[src/rtl/exec_sequencer_if.sv]
// exec_sequencer_if: command, comp_unit, host-load and status signals of the
// exec_sequencer. The slave modport is the sequencer's view; master is the
// surrounding logic (decoder, comp_unit, regfile, response logic).
interface exec_sequencer_if;
  localparam int unsigned OP_W   = 4;
  localparam int unsigned REG_W  = 5;
  localparam int unsigned IMM_W  = 16;
  localparam int unsigned DATA_W = 32;

  logic              cmd_valid;
  logic              cmd_ready;
  logic [OP_W-1:0]   cmd_op;
  logic [REG_W-1:0]  cmd_rs1;
  logic [REG_W-1:0]  cmd_rs2;
  logic [REG_W-1:0]  cmd_rd;
  logic [IMM_W-1:0]  cmd_imm;
  logic [REG_W-1:0]  rf_rs1_addr;
  logic [REG_W-1:0]  rf_rs2_addr;
  logic              cu_start;
  logic [OP_W-1:0]   cu_op;
  logic [IMM_W-1:0]  cu_imm;
  logic              cu_done;
  logic [DATA_W-1:0] cu_result;
  logic              host_wr_req;
  logic [REG_W-1:0]  host_wr_addr;
  logic [DATA_W-1:0] host_wr_data;
  logic              host_wr_grant;
  logic              rf_we;
  logic [REG_W-1:0]  rf_waddr;
  logic [DATA_W-1:0] rf_wdata;
  logic              busy;
  logic              done_pulse;
  logic              err_illegal;
  logic              err_timeout;
  logic              err_clr;

  modport slave (
    input  cmd_valid, cmd_op, cmd_rs1, cmd_rs2, cmd_rd, cmd_imm,
    input  cu_done, cu_result, host_wr_req, host_wr_addr, host_wr_data, err_clr,
    output cmd_ready, rf_rs1_addr, rf_rs2_addr, cu_start, cu_op, cu_imm,
    output host_wr_grant, rf_we, rf_waddr, rf_wdata, busy, done_pulse,
    output err_illegal, err_timeout
  );

  modport master (
    output cmd_valid, cmd_op, cmd_rs1, cmd_rs2, cmd_rd, cmd_imm,
    output cu_done, cu_result, host_wr_req, host_wr_addr, host_wr_data, err_clr,
    input  cmd_ready, rf_rs1_addr, rf_rs2_addr, cu_start, cu_op, cu_imm,
    input  host_wr_grant, rf_we, rf_waddr, rf_wdata, busy, done_pulse,
    input  err_illegal, err_timeout
  );
endinterface

[src/rtl/exec_sequencer.sv]
// exec_sequencer: in-order command sequencer between the AXI write decoder and
// the regfile/comp_unit pair. Buffers commands in a FIFO, issues them to
// comp_unit one at a time, and shares the regfile write port with host loads.
// Optional macro EXEC_SEQ_WATCHDOG_EN adds an EXEC-state watchdog that aborts
// a hung op and raises err_timeout; without it err_timeout is tied low.
module exec_sequencer #(
  parameter int unsigned FIFO_DEPTH = 4,
  parameter int unsigned NUM_OPS    = 10,
  parameter int unsigned TIMEOUT    = 255
) (
  input  logic               s_axi_aclk,
  input  logic               s_axi_aresetn,
  exec_sequencer_if.slave    bus
);
  localparam int unsigned OP_W   = 4;
  localparam int unsigned REG_W  = 5;
  localparam int unsigned IMM_W  = 16;
  localparam int unsigned DATA_W = 32;
  localparam int unsigned WDOG_W = 8;
  localparam int unsigned PTR_W  = $clog2(FIFO_DEPTH);
  localparam int unsigned CNT_W  = PTR_W + 1;

  // Elaboration-time parameter sanity checks
  if (FIFO_DEPTH < 2 || (FIFO_DEPTH & (FIFO_DEPTH - 1)) != 0) begin : g_bad_depth
    $error("exec_sequencer: FIFO_DEPTH must be a power of 2 and at least 2");
  end
  if (NUM_OPS < 1 || NUM_OPS > 16) begin : g_bad_num_ops
    $error("exec_sequencer: NUM_OPS must be in 1..16");
  end
  if (TIMEOUT < 1 || TIMEOUT > 255) begin : g_bad_timeout
    $error("exec_sequencer: TIMEOUT must fit the 8-bit watchdog (1..255)");
  end

  typedef struct packed {
    logic [OP_W-1:0]  op;
    logic [REG_W-1:0] rs1;
    logic [REG_W-1:0] rs2;
    logic [REG_W-1:0] rd;
    logic [IMM_W-1:0] imm;
  } cmd_t;

  typedef enum logic [1:0] {
    ST_IDLE  = 2'd0,
    ST_ISSUE = 2'd1,
    ST_EXEC  = 2'd2,
    ST_WB    = 2'd3
  } state_t;

  cmd_t              fifo_mem [FIFO_DEPTH];
  cmd_t              cmd_in;
  cmd_t              head;
  cmd_t              work_q;
  logic [PTR_W-1:0]  wr_ptr;
  logic [PTR_W-1:0]  rd_ptr;
  logic [CNT_W-1:0]  count;
  logic              full;
  logic              empty;
  logic              push;
  logic              pop;
  logic              head_illegal;
  state_t            state;
  state_t            state_nxt;
  logic              load_work;
  logic              latch_result;
  logic              set_illegal;
  logic              cu_start_c;
  logic [DATA_W-1:0] result_q;
  logic              host_prev_q;
  logic              host_grant;
  logic              seq_grant;
  logic              err_illegal_q;

`ifdef EXEC_SEQ_WATCHDOG_EN
  logic [WDOG_W-1:0] wdog_cnt;
  logic              wdog_expire;
  logic              set_timeout;
  logic              err_timeout_q;

  assign wdog_expire = (wdog_cnt == WDOG_W'(TIMEOUT - 1));
`endif

  assign cmd_in = '{op: bus.cmd_op, rs1: bus.cmd_rs1, rs2: bus.cmd_rs2,
                    rd: bus.cmd_rd, imm: bus.cmd_imm};
  assign head         = fifo_mem[rd_ptr];
  assign full         = (count == CNT_W'(FIFO_DEPTH));
  assign empty        = (count == '0);
  assign push         = bus.cmd_valid && !full;
  assign pop          = (state == ST_IDLE) && !empty;
  assign head_illegal = (32'(head.op) >= NUM_OPS);

  // Write-port arbitration: host by default, sequencer after a host grant
  always_comb begin
    host_grant = bus.host_wr_req && !(host_prev_q && (state == ST_WB));
    seq_grant  = (state == ST_WB) && !host_grant;
  end

  // Next-state and per-state controls
  always_comb begin
    state_nxt    = state;
    load_work    = 1'b0;
    latch_result = 1'b0;
    set_illegal  = 1'b0;
    cu_start_c   = 1'b0;
`ifdef EXEC_SEQ_WATCHDOG_EN
    set_timeout  = 1'b0;
`endif
    case (state)
      ST_IDLE: begin
        if (!empty) begin
          if (head_illegal) begin
            set_illegal = 1'b1;
          end else begin
            load_work = 1'b1;
            state_nxt = ST_ISSUE;
          end
        end
      end
      ST_ISSUE: begin
        cu_start_c = 1'b1;
        state_nxt  = ST_EXEC;
      end
      ST_EXEC: begin
        if (bus.cu_done) begin
          latch_result = 1'b1;
          state_nxt    = ST_WB;
        end
`ifdef EXEC_SEQ_WATCHDOG_EN
        else if (wdog_expire) begin
          set_timeout = 1'b1;
          state_nxt   = ST_IDLE;
        end
`endif
      end
      ST_WB: begin
        if (seq_grant) state_nxt = ST_IDLE;
      end
      default: state_nxt = ST_IDLE;
    endcase
  end

  // State, FIFO pointers, working registers and sticky error flag
  always_ff @(posedge s_axi_aclk or negedge s_axi_aresetn) begin
    if (!s_axi_aresetn) begin
      state         <= ST_IDLE;
      wr_ptr        <= '0;
      rd_ptr        <= '0;
      count         <= '0;
      work_q        <= '0;
      result_q      <= '0;
      host_prev_q   <= 1'b0;
      err_illegal_q <= 1'b0;
    end else begin
      state       <= state_nxt;
      host_prev_q <= host_grant;
      if (push) wr_ptr <= wr_ptr + PTR_W'(1);
      if (pop)  rd_ptr <= rd_ptr + PTR_W'(1);
      if (push && !pop)      count <= count + CNT_W'(1);
      else if (pop && !push) count <= count - CNT_W'(1);
      if (load_work)    work_q   <= head;
      if (latch_result) result_q <= bus.cu_result;
      if (set_illegal)      err_illegal_q <= 1'b1;
      else if (bus.err_clr) err_illegal_q <= 1'b0;
    end
  end

  // Command storage; contents are qualified by the pointers, so no reset
  always_ff @(posedge s_axi_aclk) begin
    if (push) fifo_mem[wr_ptr] <= cmd_in;
  end

`ifdef EXEC_SEQ_WATCHDOG_EN
  // Watchdog: restarts as EXEC is entered, counts each EXEC cycle
  always_ff @(posedge s_axi_aclk or negedge s_axi_aresetn) begin
    if (!s_axi_aresetn) begin
      wdog_cnt      <= '0;
      err_timeout_q <= 1'b0;
    end else begin
      if (state == ST_ISSUE)     wdog_cnt <= '0;
      else if (state == ST_EXEC) wdog_cnt <= wdog_cnt + WDOG_W'(1);
      if (set_timeout)      err_timeout_q <= 1'b1;
      else if (bus.err_clr) err_timeout_q <= 1'b0;
    end
  end

  assign bus.err_timeout = err_timeout_q;
`else
  assign bus.err_timeout = 1'b0;
`endif

  assign bus.cmd_ready     = !full;
  assign bus.rf_rs1_addr   = work_q.rs1;
  assign bus.rf_rs2_addr   = work_q.rs2;
  assign bus.cu_op         = work_q.op;
  assign bus.cu_imm        = work_q.imm;
  assign bus.cu_start      = cu_start_c;
  assign bus.host_wr_grant = host_grant;
  assign bus.rf_we         = host_grant || seq_grant;
  assign bus.rf_waddr      = host_grant ? bus.host_wr_addr :
                             (seq_grant ? work_q.rd : '0);
  assign bus.rf_wdata      = host_grant ? bus.host_wr_data :
                             (seq_grant ? result_q : '0);
  assign bus.busy          = !empty || (state != ST_IDLE);
  assign bus.done_pulse    = seq_grant;
  assign bus.err_illegal   = err_illegal_q;
endmodule

[src/flat_wrapper.sv]
// flat-port wrapper written by rule: the top's interface ports become plain ports
module exec_sequencer_flat 
#(
  parameter int unsigned FIFO_DEPTH = 4,
  parameter int unsigned NUM_OPS    = 10,
  parameter int unsigned TIMEOUT    = 255
)
  (s_axi_aclk, s_axi_aresetn, bus_cmd_valid, bus_cmd_op, bus_cmd_rs1, bus_cmd_rs2, bus_cmd_rd, bus_cmd_imm, bus_cu_done, bus_cu_result, bus_host_wr_req, bus_host_wr_addr, bus_host_wr_data, bus_err_clr, bus_cmd_ready, bus_rf_rs1_addr, bus_rf_rs2_addr, bus_cu_start, bus_cu_op, bus_cu_imm, bus_host_wr_grant, bus_rf_we, bus_rf_waddr, bus_rf_wdata, bus_busy, bus_done_pulse, bus_err_illegal, bus_err_timeout);
  exec_sequencer_if bus_i ();
  input  logic s_axi_aclk;
  input  logic s_axi_aresetn;
  input wire logic [$bits(bus_i.cmd_valid)-1:0] bus_cmd_valid;
  input wire logic [$bits(bus_i.cmd_op)-1:0] bus_cmd_op;
  input wire logic [$bits(bus_i.cmd_rs1)-1:0] bus_cmd_rs1;
  input wire logic [$bits(bus_i.cmd_rs2)-1:0] bus_cmd_rs2;
  input wire logic [$bits(bus_i.cmd_rd)-1:0] bus_cmd_rd;
  input wire logic [$bits(bus_i.cmd_imm)-1:0] bus_cmd_imm;
  input wire logic [$bits(bus_i.cu_done)-1:0] bus_cu_done;
  input wire logic [$bits(bus_i.cu_result)-1:0] bus_cu_result;
  input wire logic [$bits(bus_i.host_wr_req)-1:0] bus_host_wr_req;
  input wire logic [$bits(bus_i.host_wr_addr)-1:0] bus_host_wr_addr;
  input wire logic [$bits(bus_i.host_wr_data)-1:0] bus_host_wr_data;
  input wire logic [$bits(bus_i.err_clr)-1:0] bus_err_clr;
  output wire logic [$bits(bus_i.cmd_ready)-1:0] bus_cmd_ready;
  output wire logic [$bits(bus_i.rf_rs1_addr)-1:0] bus_rf_rs1_addr;
  output wire logic [$bits(bus_i.rf_rs2_addr)-1:0] bus_rf_rs2_addr;
  output wire logic [$bits(bus_i.cu_start)-1:0] bus_cu_start;
  output wire logic [$bits(bus_i.cu_op)-1:0] bus_cu_op;
  output wire logic [$bits(bus_i.cu_imm)-1:0] bus_cu_imm;
  output wire logic [$bits(bus_i.host_wr_grant)-1:0] bus_host_wr_grant;
  output wire logic [$bits(bus_i.rf_we)-1:0] bus_rf_we;
  output wire logic [$bits(bus_i.rf_waddr)-1:0] bus_rf_waddr;
  output wire logic [$bits(bus_i.rf_wdata)-1:0] bus_rf_wdata;
  output wire logic [$bits(bus_i.busy)-1:0] bus_busy;
  output wire logic [$bits(bus_i.done_pulse)-1:0] bus_done_pulse;
  output wire logic [$bits(bus_i.err_illegal)-1:0] bus_err_illegal;
  output wire logic [$bits(bus_i.err_timeout)-1:0] bus_err_timeout;
  assign bus_i.cmd_valid = bus_cmd_valid;
  assign bus_i.cmd_op = bus_cmd_op;
  assign bus_i.cmd_rs1 = bus_cmd_rs1;
  assign bus_i.cmd_rs2 = bus_cmd_rs2;
  assign bus_i.cmd_rd = bus_cmd_rd;
  assign bus_i.cmd_imm = bus_cmd_imm;
  assign bus_i.cu_done = bus_cu_done;
  assign bus_i.cu_result = bus_cu_result;
  assign bus_i.host_wr_req = bus_host_wr_req;
  assign bus_i.host_wr_addr = bus_host_wr_addr;
  assign bus_i.host_wr_data = bus_host_wr_data;
  assign bus_i.err_clr = bus_err_clr;
  assign bus_cmd_ready = bus_i.cmd_ready;
  assign bus_rf_rs1_addr = bus_i.rf_rs1_addr;
  assign bus_rf_rs2_addr = bus_i.rf_rs2_addr;
  assign bus_cu_start = bus_i.cu_start;
  assign bus_cu_op = bus_i.cu_op;
  assign bus_cu_imm = bus_i.cu_imm;
  assign bus_host_wr_grant = bus_i.host_wr_grant;
  assign bus_rf_we = bus_i.rf_we;
  assign bus_rf_waddr = bus_i.rf_waddr;
  assign bus_rf_wdata = bus_i.rf_wdata;
  assign bus_busy = bus_i.busy;
  assign bus_done_pulse = bus_i.done_pulse;
  assign bus_err_illegal = bus_i.err_illegal;
  assign bus_err_timeout = bus_i.err_timeout;
  exec_sequencer #(.FIFO_DEPTH(FIFO_DEPTH), .NUM_OPS(NUM_OPS), .TIMEOUT(TIMEOUT)) u_core (.s_axi_aclk(s_axi_aclk), .s_axi_aresetn(s_axi_aresetn), .bus(bus_i));
endmodule
[config.mk]
export PLATFORM = sky130hd
export DESIGN_NAME = exec_sequencer_flat
export DESIGN_NICKNAME = d
export VERILOG_FILES = /design/src/rtl/exec_sequencer_if.sv /design/src/rtl/exec_sequencer.sv /design/src/flat_wrapper.sv
export SDC_FILE = /design/constraint.sdc
export NUM_CORES = 1
export LEC_CHECK = 0
export ABC_AREA = 1
export BUFFER_PORTS_ARGS = -buffer_cell sky130_fd_sc_hd__buf_2
export CAP_MARGIN = 20
export CORE_MARGIN = 5
export CORE_UTILIZATION = 40
export CTS_BUF_LIST = sky130_fd_sc_hd__clkbuf_16
export DETAILED_ROUTE_END_ITERATION = 6
export GPL_ROUTABILITY_DRIVEN = 1
export GPL_TIMING_DRIVEN = 0
export PLACE_DENSITY_LB_ADDON = 0.25
export SKIP_CTS_REPAIR_TIMING = 1
export SYNTH_ARGS = -nofsm -noshare
export SYNTH_HDL_FRONTEND = slang
export SYNTH_SLANG_ARGS = --single-unit
[constraint.sdc]
create_clock -name s_axi_aclk -period 6.75 [get_ports s_axi_aclk]
set_input_delay 0.675 -clock s_axi_aclk [delete_from_list [all_inputs] [get_ports s_axi_aclk]]
set_output_delay 0.675 -clock s_axi_aclk [all_outputs]
set_load 0.005 [all_outputs]
==> results.txt, run 1 <==
----------------------------------------------------
[Global routing]
  Via count of the first global-routing pass ... 6338
  Pin count of the biggest net entering global routing ... 60
  Global-route wire length before repair ... 34.1 mm
  Total global routing track utilization ... 16.6%
  Number of antenna violations at the first check in global routing ... 1
  Overflow left after global routing ... 0

[Finish]
  Antenna diode count ... 0
  Layout cell share with drive strength beyond 1 ... 34.1%
  Relative area change from synthesis to final layout ... 24.3%
  Final design area excluding fillers ... 11200 µm²
  Number of nets in the layout ... 1055

[Timing]
  Max Transition Viols Final ... 0
  RSZ-0062 raised after global routing ... no
  Clk_skew ... 0.0259 ns
  Total of endpoints with negative setup slack in the final report ... 0
  Worst-Margin Slew ... 0.697 ns
  Post-route minimum period ... 3.00 ns
  Tightest slew margin relative to the limit ... 53.4%
  Final period util ... 44.5%
  Final hold slack ... 0.0584 ns
  Maximum clock frequency ... 333 MHz
  Setup TNS after final layout ... 0 ns
  Worst-case setup margin in the final layout ... 3.75 ns
  Number of failing hold endpoints at the final stage ... 0

[Clocking]
  Clock tree buffer depth ... 3
  TritonCTS clock tree ... yes
  Sink Count ... 218
  TritonCTS buffer count ... 24
  Clock Pin Slew Worst Setup and Hold Paths ... 0.06 ns
  H-tree level count ... 1
  Cell at the root of the clock tree ... clkbuf_16
  Clock latency at the later pin of the worst-skew pair ... 0.52 ns

[Floorplanning]
  Floorplan row count ... 55
  Initial standard-cell utilization of the core ... 40.3%
  Core outline area ... 22400 µm²
  Overall die area ... 25700 µm²
  Height of the die ... 160 µm
  Die Width ... 160 µm
  I/O pin cnt ... 185

[Outcome]
  Result of the run ... completed

[Power and ir drop]
  VDD IR max ... 252 µV
  Leakage power ... 4.82 nW
  Power density relative to cell area ... 462 nW/µm²

[Routing]
  Total number of vias ... 6161
  Residual antenna-violating net count after detailed routing ... 0
  Detailed Route Iter0 Violations ... 351
  First drt pass iteration count ... 5
  Average wire length per cell after detail routing ... 17.7 µm
  Total wirelength of the detailed-routed design ... 21.9 mm
  Drt drc ... 0
  Detail-routed via count per cell ... 4.98

[Placement]
  # port buffers ... 183
  Half-perimeter wire length after detailed placement ... 15.3 mm
  Standard cell area after detailed placement ... 10500 µm²
  Final weighted congestion of routability-driven global placement ... 0.795
  Post-Place Worst Slack ... 4.18 ns

[Synthesis]
  Number of flops mapped to enable cells by yosys ... 140
  Net count after synthesis ... 841
  Flip-flop cell with the highest count after synthesis ... edfxtp_1
  Post-synth design cell area ... 9040 µm²
  Instance count of the mapped netlist ... 721
  Share of synthesized flip-flops with an asynchronous set or reset ... 35.8%
  Synthesized area per cell ... 12.5 µm²
  Count of unique library cells instantiated by Yosys ... 26
  Syn. warnings ... 0
  Flop and latch count out of synthesis ... 218
  Sequential element share of the synthesized area ... 68.1%

[Worst setup path]
  Arrival time worst endpoint ... 2.33 ns
  Max FO, Critical Path ... 10
  Setup crit end kind ... output pin
  Data required time at the worst endpoint ... 6.07 ns
  Worst setup slack for register-to-register paths ... 4.52 ns
  Crit Path Class ... flop to output pin
  Largest incremental delay on the critical path ... 0.41 ns
  Slowest cell on crit path ... dfrtp_1
  Cell-by-cell listing of the critical path ... ha_1, nand2_1, nand2_1, inv_1, buf_2, buf_1, a22o_1, buf_2
  Startpoint Class ... flop

[Worst hold path]
  Min-Delay Path Class ... input pin to asynchronous set/reset pin

[Flow run]
  # Max-Cap Violations ... 0

----------------------------------------------------
[cell usage after synthesis (all sizes together) (2+ instances only)]
cell type / number / share of area [%]
a21oi: 2 / 0.11
a22o: 37 / 3.6
buf: 58 / 4.4
clkbuf: 15 / 0.62
dfrtp: 78 / 22
edfxtp: 140 / 47
ha: 9 / 1.2
inv: 22 / 0.91
mux2: 32 / 4.0
nand2: 101 / 4.7
nand3: 42 / 2.3
nor2: 75 / 3.1
o21ai: 69 / 3.8
o22ai: 34 / 2.4
xor2: 3 / 0.29
[through the flow]
| step | std cells | total power (W) | util, % |
|---|---|---|---|
| 2_1_floorplan | 721 | 0.00329 | - |
| 3_3_place_gp | 1189 | 0.00394 | 46.0 |
| 3_5_place_dp | 1194 | 0.00401 | 46.7 |
| 4_1_cts | 1238 | 0.00527 | 50.1 |
| 5_1_grt | 1238 | 0.00555 | 50.1 |
| 6_report | 1238 | 0.00520 | 50.1 |
[layout make-up]
type	count	area [µm²]
Multi-Input combinational cell	407	2370
Timing Repair Buffer	188	1050
Clock buffer	24	601
Clock inverter	20	164
Inverter	23	87.6
Fill cell	2009	11200
Tap cell	285	357
Buffer	73	457
Sequential cell	218	6160
[cells in the final DEF, fill, tap and decap left out]
cell type and instances:
inv_1 23, xor2_1 3, buf_4 34, buf_12 1, clkinv_1 3, clkbuf_16 24
nand3_1 42, nor2_4 4, nand2_8 2, buf_6 5, clkinvlp_4 4, conb_1 1
xnor2_1 1, buf_2 199, a22o_1 37, bufinv_16 2, nand2_4 1, o21ai_0 69
nand2_2 2, mux2_2 32, clkinv_2 8, dfrtp_1 78, ha_1 9, buf_1 3
inv_2 2, clkinv_8 1, a21oi_1 2, edfxtp_1 140, nand2_1 96, clkbuf_1 15
buf_16 4, fa_1 1, nor2_1 71, o22ai_1 34
[metal layers]
layer	GRT usage, %	vias to the layer above	share of wire [%]
met5	0	-	0.059
met4	4.46	2	1.9
met3	4.08	36	7.2
met2	28.8	220	48
met1	21.0	2931	43
li1	-	2972	-
[worst max-delay path, delay by kind of cell, from the launching register on]
kind / cells / cell delay, ns
adder cells (fa/ha/maj): 1 / 0.22
AND/OR/NAND/NOR: 2 / 0.14
buffers and inverters: 4 / 0.81
AO/OA/AOI/OAI: 1 / 0.25
flip-flops: 1 / 0.41
[state kept, by name, summed over array words and instances (netlist names)]
signal	cells
u_core.work_q	5
u_core.bus.err_illegal	1
u_core.bus.cu_imm	16
u_core.fifo_mem	140
u_core.state	2
u_core.result_q	32
u_core.bus.cu_op	4
u_core.host_prev_q	1
u_core.bus.rf_rs1_addr	5
u_core.wr_ptr	2
u_core.rd_ptr	2
u_core.count	3
u_core.bus.rf_rs2_addr	5
[power by group]
part / switching, W / internal (W) / leakage [nW]
logic: 0.00115 / 0.000794 / 2.22
clock network: 0.000513 / 0.000727 / 0.380
registers: 0.000160 / 0.00185 / 2.23
[logic make-up (layout without fill, tap and decap cells)]
family	Yosys count	after routing	share of synthesized area, %
adders and majority gates	10	10	1.47
muxes	32	32	3.99
and+or+nand+nor	218	218	10.1
AOI/OAI and AO/OA	142	142	9.87
DFF	218	218	68.1
xor gates and xnor gates	4	4	0.388
buffers and inverters	96	328	6.02
other	1	1	0.0415
[worst paths after layout]
path                                startpoint                endpoint  depth (start not counted)
max in group asynchronous        s_axi_aresetn         u_core.count[0]                          2
setup / recovery               u_core.state[0]        bus_rf_wdata[15]                          8
setup reg to reg               u_core.count[0]         u_core.count[2]                         10
min in group s_axi_aclk            bus_err_clr  u_core.bus.err_illegal                          2
hold reg to reg            u_core.bus.cu_op[0]     u_core.bus.cu_op[0]                          2
hold / removal                   s_axi_aresetn    u_core.bus.cu_imm[0]                          1
No activity file was read; power rests on OpenSTA's default activity.
==> inputs of run 2 (changes only) <==
Settings changed: ABC_AREA 1 to 0.
Clock period 6.75 ns to 2.5 ns, I/O delays scaled along.
==> results.txt, run 2 <==
----------------------------------------------------
[Finish]
  Multi-input logic area ... 2520 µm²
  Number of nets in the layout ... 948
  Layout cell share with drive strength beyond 1 ... 44.3%
  Finished Core Util ... 53.0%
  Flip-flop count of the largest register, all copies and words added ... 140
  Fillcell total ... 1844
  Final design area excluding fillers ... 11900 µm²
  Most frequent cells in the layout ... buf_2 (184), edfxtp_1 (140), dfrtp_1 (78), nand2_1 (77), dlygate4sd3_1 (68)
  Register area ... 6160 µm²
  Commonest non-fill, non-tap cell in the layout ... buf_2
  Antenna diode count ... 0
  Register with the most flip-flops ... u_core.fifo_mem
  Relative area change from synthesis to final layout ... 31.5%

[Floorplanning]
  Die Width ... 160 µm
  Initial standard-cell utilization of the core ... 40.3%
  Overall die area ... 25700 µm²
  Core outline area ... 22400 µm²
  Height of the die ... 160 µm
  Floorplan row count ... 55
  I/O pin cnt ... 185

[Worst hold path]
  Source of the worst hold timing path ... bus_cu_result[31]
  Min-Delay Path Class ... input pin to flop
  Hold path depth ... 2
  Endpoint with the worst hold slack ... u_core.result_q[31]

[Worst setup path]
  R2r worst-path depth ... 8
  Crit Path Class ... flop to output pin
  R2r endpoint ... u_core.count[1]
  Slowest cell on crit path ... dfrtp_1
  Max FO, Critical Path ... 10
  Data required time at the worst endpoint ... 2.25 ns
  Cell-by-cell listing of the critical path ... ha_2, a21boi_4, buf_6, clkbuf_4, nand2_1, o21ai_0, buf_2
  R2R Path Start ... u_core.state[0]
  Worst setup slack for register-to-register paths ... 0.13 ns
  Arrival time worst endpoint ... 2.17 ns
  Largest incremental delay on the critical path ... 0.42 ns
  Setup crit end kind ... output pin
  Startpoint Class ... flop

[Routing]
  Average wire length per cell after detail routing ... 17.1 µm
  Detail-routed via count per cell ... 4.79
  Total wirelength of the detailed-routed design ... 19.3 mm
  Residual antenna-violating net count after detailed routing ... 0
  Detailed Route Iter0 Violations ... 269
  First drt pass iteration count ... 4
  Drt drc ... 0
  Total number of vias ... 5421

[Outcome]
  Result of the run ... completed

[Power and ir drop]
  Final Total Pwr ... 0.0136 W
  Leakage power ... 4.94 nW
  VDD IR max ... 797 µV
  Power density relative to cell area ... 1140 nW/µm²

[Placement]
  Post-Place Worst Slack ... -0.171 ns
  # port buffers ... 183
  Half-perimeter wire length after detailed placement ... 13.4 mm
  Final weighted congestion of routability-driven global placement ... 0.872
  Standard cell area after detailed placement ... 10400 µm²

[Timing]
  Worst-case setup margin in the final layout ... 0.0776 ns
  Worst-Margin Slew ... 0.838 ns
  Maximum clock frequency ... 413 MHz
  Post-route minimum period ... 2.42 ns
  Tightest slew margin relative to the limit ... 44.1%
  Max Transition Viols Final ... 0
  Clk_skew ... 0.0174 ns
  Final hold slack ... 0.0235 ns
  Number of failing hold endpoints at the final stage ... 0
  Final period util ... 96.9%
  Total of endpoints with negative setup slack in the final report ... 0

[Global routing]
  Pin count of the biggest net entering global routing ... 54
  Global-route wire length before repair ... 29.8 mm
  Total global routing track utilization ... 14.4%
  Via count of the first global-routing pass ... 5555
  Number of antenna violations at the first check in global routing ... 0
  Overflow left after global routing ... 0

[Synthesis]
  Count of unique library cells instantiated by Yosys ... 36
  Area fraction of the dominant cell type after synthesis ... 46.4%
  Post-synth design cell area ... 9050 µm²
  Share of synthesized flip-flops with an asynchronous set or reset ... 35.8%
  Number of flops mapped to enable cells by yosys ... 140
  Synthesized area per cell ... 16.5 µm²
  Instance count of the mapped netlist ... 547
  Flop and latch count out of synthesis ... 218
  Most instantiated library cell after synthesis ... edfxtp_1
  Net count after synthesis ... 667
  Leading post-synthesis cells by cell area ... edfxtp_1 (46%), dfrtp_1 (22%), mux4_2 (8.7%)
  Area leader, netlist ... edfxtp_1
  Flip-flop cell with the highest count after synthesis ... edfxtp_1
  Leading cell types by count after synthesis ... edfxtp_1 (140), dfrtp_1 (78), nand2_1 (77)
  Sequential element share of the synthesized area ... 68.0%
  Syn. warnings ... 0

[Clocking]
  Clock Pin Slew Worst Setup and Hold Paths ... 0.06 ns
  TritonCTS clock tree ... yes
  Clock tree buffer depth ... 3
  Cell at the root of the clock tree ... clkbuf_16
  Clock latency at the later pin of the worst-skew pair ... 0.52 ns
  Sink Count ... 218
  H-tree level count ... 1
  TritonCTS buffer count ... 24

[Flow run]
  # Max-Cap Violations ... 0

----------------------------------------------------
[run 2: cell type report]
type | instances | share of cell area (%)
Sequential cell | 218 | 51.7
Multi-Input combinational cell | 263 | 21.2
Timing Repair Buffer | 256 | 14.3
Clock buffer | 24 | 5.05
Buffer | 56 | 3.24
Tap cell | 285 | 3.00
Clock inverter | 20 | 1.17
Inverter | 9 | 0.315
[run 2: worst max path at each step]
| stage | from | end | cells after the start |
|---|---|---|---|
| finish | u_core.state[0] | bus_rf_wdata[13] | 7 |
| global route | u_core.state[1] | bus_rf_waddr[2] | 7 |
| CTS | u_core.state[0] | bus_rf_wdata[13] | 7 |
| detailed placement | u_core.state[0] | bus_rf_wdata[13] | 7 |
| global placement | u_core.count[0] | u_core.fifo_mem[0][24] | 3 |
| floorplan | u_core.state[0] | u_core.count[2] | 10 |
[run 2: metrics by stage]
stage          std cells  TNS [ns]
2_1_floorplan        547         0
3_3_place_gp        1015    -29.61
3_5_place_dp        1020     -2.01
4_1_cts             1064    -23.77
5_1_grt             1131   -0.0172
6_report            1131         0
[run 2: worst max-delay path, delay by kind of cell, from the launching register on]
| family | cells | cell delay, ns |
|---|---|---|
| buf+inv | 3 | 0.54 |
| simple gates | 1 | 0.06 |
| fa+ha+maj | 1 | 0.26 |
| flops | 1 | 0.42 |
| compound gates | 2 | 0.38 |
[run 2: report_power, final]
part / internal, W / total, W / leakage [nW] / switching [W]
clock network: 0.00186 / 0.00320 / 0.382 / 0.00134
logic: 0.00274 / 0.00490 / 2.35 / 0.00216
registers: 0.00502 / 0.00549 / 2.20 / 0.000471
[run 2: per-layer routing]
metal	share of wire, %	routed length (µm)	GRT usage (%)	vias to the layer above
li1	-	-	-	2551
met1	41	7860	16.9	2642
met2	50	9650	25.9	201
met3	7.3	1410	4.41	27
met4	2.1	410	3.48	0
met5	0	0	0	-
[run 2: cell families (layout without fill, tap and decap cells)]
group                      after synthesis  after routing  synth area share [%]
DFF                                    218            218                  68.0
muxes                                  102            102                  18.3
and+or+nand+nor                         98             98                  4.41
buffers and inverters                   66            365                  4.38
AOI/OAI and AO/OA                       46             46                  2.82
adders and majority gates               10             10                  1.47
xor gates and xnor gates                 6              6                 0.581
other                                    1              1                0.0414
==> inputs of run 3 (changes only) <==
Settings changed: CORE_UTILIZATION 40 to 49.
==> results.txt, run 3 (same netlist as run 2, synthesis figures left out) <==
----------------------------------------------------
[Outcome]
  Result of the run ... complete, but fails checks
  Violated checks ... negative hold slack

[Timing]
  Maximum clock frequency ... 416 MHz
  Number of failing hold endpoints at the final stage ... 1
  Clk_skew ... 0.0126 ns
  Tightest slew margin relative to the limit ... 45.6%
  Final hold slack ... -0.00460 ns
  Total of endpoints with negative setup slack in the final report ... 0
  Final period util ... 96.2%
  Worst-Margin Slew ... 0.816 ns
  Post-route minimum period ... 2.40 ns
  Max Transition Viols Final ... 0

[Worst setup path]
  Data required time at the worst endpoint ... 2.25 ns
  Depth of the critical timing path with buffers and inverters included ... 7
  R2r endpoint ... u_core.count[2]
  R2R Path Start ... u_core.state[0]
  Max FO, Critical Path ... 10
  Largest incremental delay on the critical path ... 0.41 ns
  Timing startpoint of the critical path ... u_core.state[0]
  Cell family contributing the most delay on the critical path ... buffers and inverters
  Critical path capture point ... bus_rf_wdata[7]
  Cell-by-cell listing of the critical path ... ha_2, a21boi_4, buf_4, buf_4, nand2_1, o21ai_0, buf_2
  Arrival time worst endpoint ... 2.15 ns
  Buffer and inverter count on the worst path ... 3
  Worst setup slack for register-to-register paths ... 0.23 ns
  Slowest cell on crit path ... dfrtp_1
  Cell occurring most often along the worst timing path ... buf_4
  Setup crit end kind ... output pin
  Startpoint Class ... flop
  R2r worst-path depth ... 10
  Crit Path Class ... flop to output pin

[Finish]
  Relative area change from synthesis to final layout ... 30.5%
  Number of nets in the layout ... 948
  Flip-flop count of the largest register, all copies and words added ... 140
  Most frequent cells in the layout ... buf_2 (184), edfxtp_1 (140), dfrtp_1 (78), nand2_1 (77), dlygate4sd3_1 (63)
  Number of standard cells in the layout, taps in and fillers out ... 1075
  Layout cell share with drive strength beyond 1 ... 45.5%
  Fillcell total ... 1283
  Antenna diode count ... 0
  Final design area excluding fillers ... 11800 µm²
  Commonest non-fill, non-tap cell in the layout ... buf_2
  Register area ... 6160 µm²
  Multi-input logic area ... 2520 µm²
  Register with the most flip-flops ... u_core.fifo_mem

[Routing]
  Total number of vias ... 5472
  Total wirelength of the detailed-routed design ... 20.1 mm
  Detailed Route Iter0 Violations ... 162
  First drt pass iteration count ... 4
  Drt drc ... 0
  Detail-routed via count per cell ... 5.09
  Residual antenna-violating net count after detailed routing ... 0
  Average wire length per cell after detail routing ... 18.7 µm

[Floorplanning]
  Core outline area ... 18100 µm²
  Initial standard-cell utilization of the core ... 50.0%
  Overall die area ... 21300 µm²
  I/O pin cnt ... 185
  Die Width ... 146 µm
  Height of the die ... 146 µm
  Floorplan row count ... 49

[Clocking]
  TritonCTS buffer count ... 24
  Clock Pin Slew Worst Setup and Hold Paths ... 0.05 ns
  TritonCTS clock tree ... yes
  Sink Count ... 218
  Clock latency at the later pin of the worst-skew pair ... 0.50 ns
  Clock tree buffer depth ... 3
  Cell at the root of the clock tree ... clkbuf_16
  H-tree level count ... 1

[Global routing]
  Total global routing track utilization ... 18.1%
  Number of antenna violations at the first check in global routing ... 0
  Global-route wire length before repair ... 30.6 mm
  Pin count of the biggest net entering global routing ... 56
  Via count of the first global-routing pass ... 5629
  Overflow left after global routing ... 0

[Power and ir drop]
  Power share of the sequential group ... 40.1%
  Power density relative to cell area ... 1160 nW/µm²
  Switch share ... 29.4%
  Combinational share of power ... 36.4%
  VDD IR max ... 707 µV
  Switching component of the power ... 0.00403 W
  Clock network fraction of design power ... 23.4%
  Leakage power ... 4.94 nW
  Internal power ... 0.00970 W

[Placement]
  Half-perimeter wire length after detailed placement ... 13.7 mm
  # port buffers ... 183
  Placed insts ... 964
  Final weighted congestion of routability-driven global placement ... 0.873
  Standard cell area after detailed placement ... 10400 µm²

[Flow run]
  # Max-Cap Violations ... 0

[Worst hold path]
  Min-Delay Path Class ... input pin to flop

----------------------------------------------------
[run 3: changes by cell type in the layout (fill, tap and decap cells not counted), sizes merged]
cell / before / now
clkinv: 10 / 13
dlygate4sd3: 68 / 63
buf: 230 / 235
clkbuf: 38 / 39
inv: 16 / 13
clkinvlp: 2 / 1
[run 3: cell type report]
cell class	count	area share [%]
inverter	9	0.318
clock buffer	25	5.29
buffer	57	3.29
multi-input combinational	263	21.4
sequential	218	52.1
clock inverter	19	0.932
tap	229	2.42
timing repair buffer	255	14.3
[run 3: metal layers]
layer  global-route usage [%]  vias up  wire length (µm)
met5                        0        -                 0
met4                     4.56        0               411
met3                     4.92       30              1360
met2                     32.2      194             10300
met1                     21.9     2704              7980
li1                         -     2544                 -
[run 3: power groups by stage]
stage	clock network, W	logic, W	registers, W
global route	0.00345	0.00549	0.00561
detailed placement	0	0.00492	0.00556
finish	0.00322	0.00500	0.00551
CTS	0.00331	0.00494	0.00550
floorplan	0	0.00346	0.00541
global placement	0	0.00469	0.00553
[run 3: through the flow]
step / setup TNS (ns) / power (W) / util [%] / setup slack (ns)
3_5_place_dp: -4.79 / 0.0105 / 57.3 / -0.310
4_1_cts: -25.41 / 0.0138 / 61.4 / -0.849
5_1_grt: -0.00827 / 0.0146 / 65.3 / -0.00827
6_report: 0 / 0.0137 / 65.3 / 0.0961
3_3_place_gp: -32.30 / 0.0102 / 56.7 / -0.255
2_1_floorplan: 0 / 0.00887 / - / 0.425
[run 3: worst min path at each step]
stage	start	depth (start not counted)	to
floorplan	s_axi_aresetn	0	u_core.bus.cu_imm[0]
global placement	bus_err_clr	2	u_core.bus.err_illegal
detailed placement	s_axi_aresetn	1	u_core.result_q[10]
CTS	s_axi_aresetn	1	u_core.result_q[10]
global route	bus_cu_result[23]	2	u_core.result_q[23]
finish	bus_cu_result[21]	2	u_core.result_q[21]
